===== src/rtl/bin_to_seg_formatter_pkg.sv =====
// Shared constants for the binary-to-7-segment formatter: segment codes,
// decimal-point polarity, FSM states and the double-dabble adjust helper.
package seg7_pkg;

    localparam logic [6:0] SEG_0     = 7'h40;
    localparam logic [6:0] SEG_1     = 7'h79;
    localparam logic [6:0] SEG_2     = 7'h24;
    localparam logic [6:0] SEG_3     = 7'h30;
    localparam logic [6:0] SEG_4     = 7'h19;
    localparam logic [6:0] SEG_5     = 7'h12;
    localparam logic [6:0] SEG_6     = 7'h02;
    localparam logic [6:0] SEG_7     = 7'h78;
    localparam logic [6:0] SEG_8     = 7'h00;
    localparam logic [6:0] SEG_9     = 7'h10;
    localparam logic [6:0] SEG_DASH  = 7'h3F;
    localparam logic [6:0] SEG_BLANK = 7'h7F;

    localparam logic DP_OFF = 1'b1;

    localparam int unsigned MAX_DISPLAY = 9999;

    typedef enum logic [1:0] {
        IDLE,
        CONVERT,
        ENCODE
    } state_t;

    // Shift-add-3 step: any nibble of 5 or more would exceed 9 after doubling.
    function automatic logic [15:0] addThree(input logic [15:0] bcd);
        logic [15:0] adj;
        adj = bcd;
        for (int n = 0; n < 4; n++) begin
            if (bcd[n*4 +: 4] >= 4'd5) begin
                adj[n*4 +: 4] = bcd[n*4 +: 4] + 4'd3;
            end
        end
        return adj;
    endfunction

endpackage


===== src/rtl/bin_to_seg_formatter_encode.sv =====
// Combinational BCD digit to active-low 7-segment code; blank flag or an
// illegal code (10..15) yields an unlit digit.
import seg7_pkg::*;

module seg7_encode (
    input  logic [3:0] bcd,
    input  logic       blank,
    output logic [6:0] seg
);

    always_comb begin
        seg = SEG_BLANK;
        if (!blank) begin
            case (bcd)
                4'd0:    seg = SEG_0;
                4'd1:    seg = SEG_1;
                4'd2:    seg = SEG_2;
                4'd3:    seg = SEG_3;
                4'd4:    seg = SEG_4;
                4'd5:    seg = SEG_5;
                4'd6:    seg = SEG_6;
                4'd7:    seg = SEG_7;
                4'd8:    seg = SEG_8;
                4'd9:    seg = SEG_9;
                default: seg = SEG_BLANK;
            endcase
        end
    end

endmodule


===== src/rtl/bin_to_seg_formatter.sv =====
// Binary value to four registered 7-segment bytes via iterative double-dabble.
// Optional macro LEADING_ZERO_BLANK_EN blanks zeros left of the first non-zero digit.
import seg7_pkg::*;

module bin_to_seg_formatter #(
    parameter int WIDTH = 14
) (
    input  logic             CLK,
    input  logic             RST,
    input  logic             START,
    input  logic [WIDTH-1:0] VALUE,
    input  logic [3:0]       DP_SEL,
    output logic             BUSY,
    output logic             DONE,
    output logic             OVERFLOW,
    output logic [7:0]       digitOne,
    output logic [7:0]       digitTwo,
    output logic [7:0]       digitThree,
    output logic [7:0]       digitFour
);

    localparam logic [4:0] ITER_LAST = 5'(WIDTH - 1);

    state_t           state;
    state_t           nextState;
    logic [WIDTH-1:0] shiftReg;
    logic [15:0]      bcdReg;
    logic [15:0]      bcdAdj;
    logic [4:0]       iterCount;
    logic [3:0]       dpLatch;
    logic             ovfLatch;
    logic             blankOne;
    logic             blankTwo;
    logic             blankThree;
    logic [6:0]       segOne;
    logic [6:0]       segTwo;
    logic [6:0]       segThree;
    logic [6:0]       segFour;
    logic [7:0]       byteOne;
    logic [7:0]       byteTwo;
    logic [7:0]       byteThree;
    logic [7:0]       byteFour;

    assign bcdAdj = addThree(bcdReg);

    always_ff @(posedge CLK or posedge RST) begin
        if (RST) begin
            state <= IDLE;
        end else begin
            state <= nextState;
        end
    end

    always_comb begin
        nextState = state;
        case (state)
            IDLE:    if (START) nextState = CONVERT;
            CONVERT: if (iterCount == ITER_LAST) nextState = ENCODE;
            ENCODE:  nextState = IDLE;
            default: nextState = IDLE;
        endcase
    end

    // A carry out of the thousands nibble only happens for values above 9999,
    // so folding it into the overflow latch is harmless and keeps bit 15 used.
    always_ff @(posedge CLK or posedge RST) begin
        if (RST) begin
            shiftReg   <= '0;
            bcdReg     <= '0;
            iterCount  <= '0;
            dpLatch    <= '0;
            ovfLatch   <= 1'b0;
            BUSY       <= 1'b0;
            DONE       <= 1'b0;
            OVERFLOW   <= 1'b0;
            digitOne   <= 8'hFF;
            digitTwo   <= 8'hFF;
            digitThree <= 8'hFF;
            digitFour  <= 8'hFF;
        end else begin
            DONE <= 1'b0;
            case (state)
                IDLE: begin
                    if (START) begin
                        shiftReg  <= VALUE;
                        bcdReg    <= '0;
                        iterCount <= '0;
                        dpLatch   <= DP_SEL;
                        ovfLatch  <= (32'(VALUE) > MAX_DISPLAY);
                        BUSY      <= 1'b1;
                    end
                end
                CONVERT: begin
                    bcdReg    <= {bcdAdj[14:0], shiftReg[WIDTH-1]};
                    shiftReg  <= shiftReg << 1;
                    iterCount <= iterCount + 5'd1;
                    ovfLatch  <= ovfLatch | bcdAdj[15];
                end
                ENCODE: begin
                    digitOne   <= byteOne;
                    digitTwo   <= byteTwo;
                    digitThree <= byteThree;
                    digitFour  <= byteFour;
                    OVERFLOW   <= ovfLatch;
                    DONE       <= 1'b1;
                    BUSY       <= 1'b0;
                end
                default: ;
            endcase
        end
    end

`ifdef LEADING_ZERO_BLANK_EN
    assign blankOne   = (bcdReg[15:12] == 4'd0);
    assign blankTwo   = blankOne && (bcdReg[11:8] == 4'd0);
    assign blankThree = blankTwo && (bcdReg[7:4] == 4'd0);
`else
    assign blankOne   = 1'b0;
    assign blankTwo   = 1'b0;
    assign blankThree = 1'b0;
`endif

    seg7_encode encOne   (.bcd(bcdReg[15:12]), .blank(blankOne),   .seg(segOne));
    seg7_encode encTwo   (.bcd(bcdReg[11:8]),  .blank(blankTwo),   .seg(segTwo));
    seg7_encode encThree (.bcd(bcdReg[7:4]),   .blank(blankThree), .seg(segThree));
    seg7_encode encFour  (.bcd(bcdReg[3:0]),   .blank(1'b0),       .seg(segFour));

    // Overflow overrides every digit with a dash; DP bits are independent.
    always_comb begin
        byteOne   = {(dpLatch[3] ? 1'b0 : DP_OFF), (ovfLatch ? SEG_DASH : segOne)};
        byteTwo   = {(dpLatch[2] ? 1'b0 : DP_OFF), (ovfLatch ? SEG_DASH : segTwo)};
        byteThree = {(dpLatch[1] ? 1'b0 : DP_OFF), (ovfLatch ? SEG_DASH : segThree)};
        byteFour  = {(dpLatch[0] ? 1'b0 : DP_OFF), (ovfLatch ? SEG_DASH : segFour)};
    end

endmodule


===== config.mk =====
export PLATFORM = sky130hd
export DESIGN_NAME = bin_to_seg_formatter
export DESIGN_NICKNAME = d
export VERILOG_FILES = /design/src/rtl/bin_to_seg_formatter_pkg.sv /design/src/rtl/bin_to_seg_formatter_encode.sv /design/src/rtl/bin_to_seg_formatter.sv
export SDC_FILE = /design/constraint.sdc
export NUM_CORES = 1
export LEC_CHECK = 0
export CORE_MARGIN = 4
export CORE_UTILIZATION = 40
export CTS_CLUSTER_SIZE = 28
export DETAILED_ROUTE_END_ITERATION = 12
export SYNTH_ARGS = -nofsm -noshare
export SYNTH_HDL_FRONTEND = slang
export SYNTH_HIERARCHICAL = 1
export SYNTH_SLANG_ARGS = --single-unit

===== constraint.sdc =====
create_clock -name CLK -period 4.55 [get_ports CLK]
set_input_delay 0.91 -clock CLK [delete_from_list [all_inputs] [get_ports CLK]]
set_output_delay 0.91 -clock CLK [all_outputs]
set_load 0.1 [all_outputs]

; ---- Yosys cells after proc, flatten, opt, wreduce, memory -nomap -nowiden
; Memories as Yosys holds them, arrays and structs flattened.
; Index checks and enable logic that the tools add are counted.
[classes]
n_addsub = 5
mul = 0
n_div = 0
order_cmp = 5
n_eq_ne = 5
n_shift = 0
mux = 26
bitwise = 1
n_reduce_logical = 7
[ops]
columns = operator, n
row1 = 16-bit case mux with 2 select lines, 1
row2 = 7-bit two-way mux, 4
row3 = 14-bit case mux with 2 select lines, 1
row4 = "4-bit by 2-bit adder with 4-bit output, second input constant", 4
row5 = "4-bit by 3-bit greater-or-equal comparator with 1-bit output, second input constant", 4
row6 = 16-bit two-way mux, 1
row7 = 4-bit two-way mux, 4
row8 = "14-bit > comparator, second input constant", 1
row9 = 14-bit two-way mux, 1
row10 = 5-bit case mux with 2 select lines, 1
row11 = 2-bit AND reduction, 4
row12 = 1-bit two-way mux, 7
row13 = "5-bit by 1-bit adder with 5-bit output, second input constant", 1
row14 = "5-bit by 4-bit == test with 1-bit output, second input constant", 1
row15 = 5-bit two-way mux, 1
row16 = 2-bit two-way mux, 2
row17 = "2-bit != test, second input constant", 2
row18 = 1-bit case mux with 2 select lines, 2
row19 = 2-bit case mux with 2 select lines, 1
row20 = 2-bit nonzero test, 2
row21 = "2-bit by 1-bit == test with 1-bit output, second input constant", 1
row22 = "2-bit == test, second input constant", 1
row23 = 2-bit zero test, 1
row24 = 1-bit bitwise OR, 1
[word_totals]
ff_bits = 77
latch_bits = 0
mem_bits_rw = 0
rom_bits = 448
out_inout_bits = 35
word_cells = 66
n_memories = 4
[memory_table]
columns = memory, words, word_bits, rd, rd_clocked_by_memory_dff, wr, line
row1 = (name not given), 16, 7, 1, 0, 0, bin_to_seg_formatter_encode.sv:14  ; case (bcd)
row2 = (name not given), 16, 7, 1, 0, 0, bin_to_seg_formatter_encode.sv:14
row3 = (name not given), 16, 7, 1, 0, 0, bin_to_seg_formatter_encode.sv:14
row4 = (name not given), 16, 7, 1, 0, 0, bin_to_seg_formatter_encode.sv:14

; ---- Longest topological paths before layout
[depth]
depth_word = 4
depth_mapped = 7

; ---- Cells and area by module
; The synthesis kept the hierarchy.
[by_module_without_submodules]
columns = module, n_inst, cells_each, area_each_um2, seq_area_each_um2
row1 = bin_to_seg_formatter, 1, 359, 3575.9, 1966.9
row2 = seg7_encode at encFour ..., 2, 33, 236.5, 0.0
row3 = seg7_encode at encOne, 1, 35, 252.7, 0.0
row4 = seg7_encode at encTwo, 1, 33, 235.2, 0.0

; ---- Worst setup path after synthesis
; Ideal clock, no wire load.
[synth_path]
kind = register to output
from = register BUSY
to = output port BUSY
arrival_time_ns = 0.898
path_slack_ns = 2.742
path_stages_with_launch = 1
path_buffers = 0
cell_sequence = dfrtp_1
[synth_rtl]
columns = item, line
row1 = start: declaration, bin_to_seg_formatter.sv:13  ; output logic BUSY,
row2 = start signal: assignment, bin_to_seg_formatter.sv:73  ; BUSY <= 1'b0;
row3 = start signal: assignment, bin_to_seg_formatter.sv:90  ; BUSY <= 1'b1;
row4 = start signal: assignment, bin_to_seg_formatter.sv:106  ; BUSY <= 1'b0;
; No word-level cell between the ends.

; ---- Final worst setup path
[layout_path]
from = register digitTwo[7]
to = output port digitTwo[7]
[layout_rtl]
columns = item, line
row1 = start: declaration, bin_to_seg_formatter.sv:17  ; output logic [7:0] digitTwo,
row2 = start signal: assignment, bin_to_seg_formatter.sv:101  ; digitTwo <= byteTwo;
; No word-level cell between the ends.

==> summary.txt <==
Met2 usage: 25.5%
Register area share after synthesis: 43.4%
Reg2reg start: bcdReg[1]$_DFFE_PP0P_
Core ar.: 0.0110 sq mm
# Max-Cap Violations: 0
Total Wirelength: 9110 microns
I/O Pins: 56
Pin count of the biggest net entering global routing: 67
CTS tree: yes
Skew final: 0.00543 ns
Worst Path Max Fanout: 2
Hold path cells: 1
Die Ht: 115 microns
Chip width: 115 microns
Critical path startpoint category: flop
Multi-input gate area: 0.00236 sq mm
Slowest cell on the critical path: clkdlybuf4s50_1
WL per Instance: 12.9 microns
Worst hold start: dpLatch[0]$_DFFE_PP0P_
Worst hold path class: reg2reg
Flop pwr share: 32.1%
Site Rows: 38
Worst reg2reg path depth: 6
N_diodes: 0
Post-synth top flop: dfrtp_1
Yosys reg bits: 77
Status: complete, no violations
Async set-reset flop share out of synthesis: 100%
NumNets Final: 611
Gate Count Post-Synth: 493
Detailed Place HPWL: 6310 microns
Met1 Resource Use GR: 19.0%
Tot GR Track Use: 15.3%
Worst Tran Pin Value: 0.987 ns
DRT antenna net count: 0
Worst Hold Path EP: digitFour[7]$_DFFE_PP1P_
Via count: 3451
Lkg Pwr: 2.45 nW
R2R Path End: bcdReg[2]$_DFFE_PP0P_
Distinct cells, synth: 50
Drc violations: 0
# hold bufs at CTS: 0
DP Worst Slack: 1.95 ns
Most common cell after layout, fill and taps aside: nand2_1
Crit-path cells: clkdlybuf4s50_1
Psw: 1.86 mW
WP buf/inv: 1
# clock sinks: 77
Slew Limit Fails: 0
Reg area: 0.00197 sq mm
Commonest cells after routing, fill and taps aside: 62 x nand2_1, 61 x nor2_1, 55 x clkdlybuf4s50_1, 45 x dfrtp_1, 45 x o21ai_1
First DRT Iteration DRCs: 93
Die ar.: 0.0131 sq mm
Root Driver: clkbuf_16
Tmin final: 2.91 ns
PortBufs: 55
P&R area growth vs syn: 21.2%
FMAX: 0.343 GHz
Worst Path Arrival: 2.00 ns
Layout cell share with drive strength beyond 1: 13.6%
Setup CP Type: reg2out
Max-slew headroom: 34.0%
Clock tree buffer depth: 2
H-tree levels: 3
Via/cell ratio: 4.90
Worst endpoint required time: 3.64 ns
Power Dens Cells: 737 mW/mm^2
Total gr overflow: 0
Worst skew pair latency: 0.34 ns
P_int: 2.20 mW
Initial DRT Pass Iterations: 4
Post-route clock period utilization: 64.0%
Largest delay contributor family on the critical path: buffers and inverters
Clock power frac: 20.6%
Cts bufs inserted: 9
Synth warnings: 6
Setup violators final: 0
CP endpoint kind: output pin
Worst vdd ir: 0.308 mV
Initial antenna violation count: 0
Setup slack after layout: 1.64 ns
R2r setup slk: 2.68 ns
First-pass GRT wire length: 16300 microns
Post-CTS sizing: 0
Combinational Power Share: 47.3%
Met3 Resource Use GR: 4.33%
Syn avg cell area: 9.20 sq um
Clock transition at path regs: 0.07 ns
Starting Density: 41.3%
Synth Cell Area: 0.00454 sq mm
Number of global-route vias before repair: 3501
Slowest Stage Delay on Critical Path: 1.13 ns
Postcts setup bufs: 0
Post-synth EDFFs: 0
Net Sw Frac: 45.8%
Final hold viol count: 0
Busiest grt layer: met2
Setup TNS: 0 ns
Fill cell count: 1087
RSZ-0062 raised after global routing: no
GPL Wtd Cong: 0.759
-- power by group through the flow --
stage                     registers [mW]  clock network, mW  logic (mW)
after floorplan                     1.73                  0        1.18
after global placement              1.30                  0        1.88
after detailed placement            1.32                  0        1.92
after CTS                           1.31              0.850        1.93
after global routing                1.37              0.885        2.13
final                               1.30              0.836        1.92
-- cells by family after synthesis --
kind of cell / after synthesis / synth area share, %
xor gates and xnor gates: 11 / 2.12
AOI/OAI and AO/OA: 133 / 17.2
adders and majority gates: 30 / 8.27
DFF: 77 / 43.4
and+or+nand+nor: 185 / 20.7
other: 1 / 0.0827
buffers and inverters: 50 / 6.84
muxes: 6 / 1.46
-- synth_stat cells (all sizes together), types with 2 or more instances --
cell	number	area, sq um
nand2b	23	184
o32ai	3	26.3
inv	23	86.3
a21oi	28	148
mux2	5	56.3
ha	30	375
xor2	7	61.3
or2b	2	15.0
nor2	61	229
o31ai	5	42.5
nand3	16	85.1
nor2b	6	47.5
buf	23	208
nand2	62	233
o21ai	68	344
a32o	4	40.0
clkbuf	4	16.3
dfrtp	45	1130
o21bai	5	37.5
xnor2	4	35.0
dfstp	32	841
nor3	6	45.0
nor3b	5	57.6
o22ai	15	93.8
-- how the worst max path moves through the flow --
stage | slack (ns) | from | to | cells after the start
after global routing | 1.59 | digitThree[0]$_DFFE_PP1P_ | digitThree[0] | 1
after detailed placement | 1.95 | START | ovfLatch$_DFFE_PP0P_ | 5
final | 1.64 | digitTwo[7]$_DFFE_PP1P_ | digitTwo[7] | 1
after floorplan | 1.73 | RST | BUSY$_DFFE_PP0P_ | 1
after global placement | 1.97 | START | ovfLatch$_DFFE_PP0P_ | 5
after CTS | 1.62 | digitTwo[7]$_DFFE_PP1P_ | digitTwo[7] | 1
-- flip-flops by register name, indices dropped and copies added (netlist names) --
name and count:
ovfLatch 1, shiftReg 14, digitOne 8, digitFour 8, BUSY 1, DONE 1
digitThree 8, OVERFLOW 1, dpLatch 4, digitTwo 8, bcdReg 16, state 2
iterCount 5
-- cell type report --
cell class	count	share of cell area [%]
flip-flops and latches	77	35.8
well taps	140	3.19
repair buffers	57	10.3
clock inverters	7	2.23
inverters	23	1.57
clock buffers	9	4.10
multi-input cells	392	42.9
-- worst reg2reg max path, stage by stage (launching register included) --
cell      delay (ns)
dfrtp_1         0.52
inv_1           0.13
ha_1            0.20
nand2b_1        0.14
a21oi_1         0.28
mux2_2          0.37
o21ai_0         0.14
-- routing by layer --
metal / vias up / wire length (microns)
li1: 1780 / -
met2: 64 / 4380
met5: - / 0
met1: 1596 / 4180
met3: 11 / 422
met4: 0 / 128
-- through the flow --
step / util (%) / power (mW) / cells / hold WS [ns] / area [sq um]
floorplan: - / 2.91 / 519 / 0.390 / 4630
global placement: 46.9 / 3.19 / 689 / 0.404 / 5150
detailed placement: 46.9 / 3.25 / 689 / 0.414 / 5150
CTS: 50.1 / 4.09 / 705 / 0.422 / 5500
global route: 50.1 / 4.38 / 705 / 0.443 / 5500
finish: 50.1 / 4.05 / 705 / 0.419 / 5500
(Power assumes the default switching activity.)
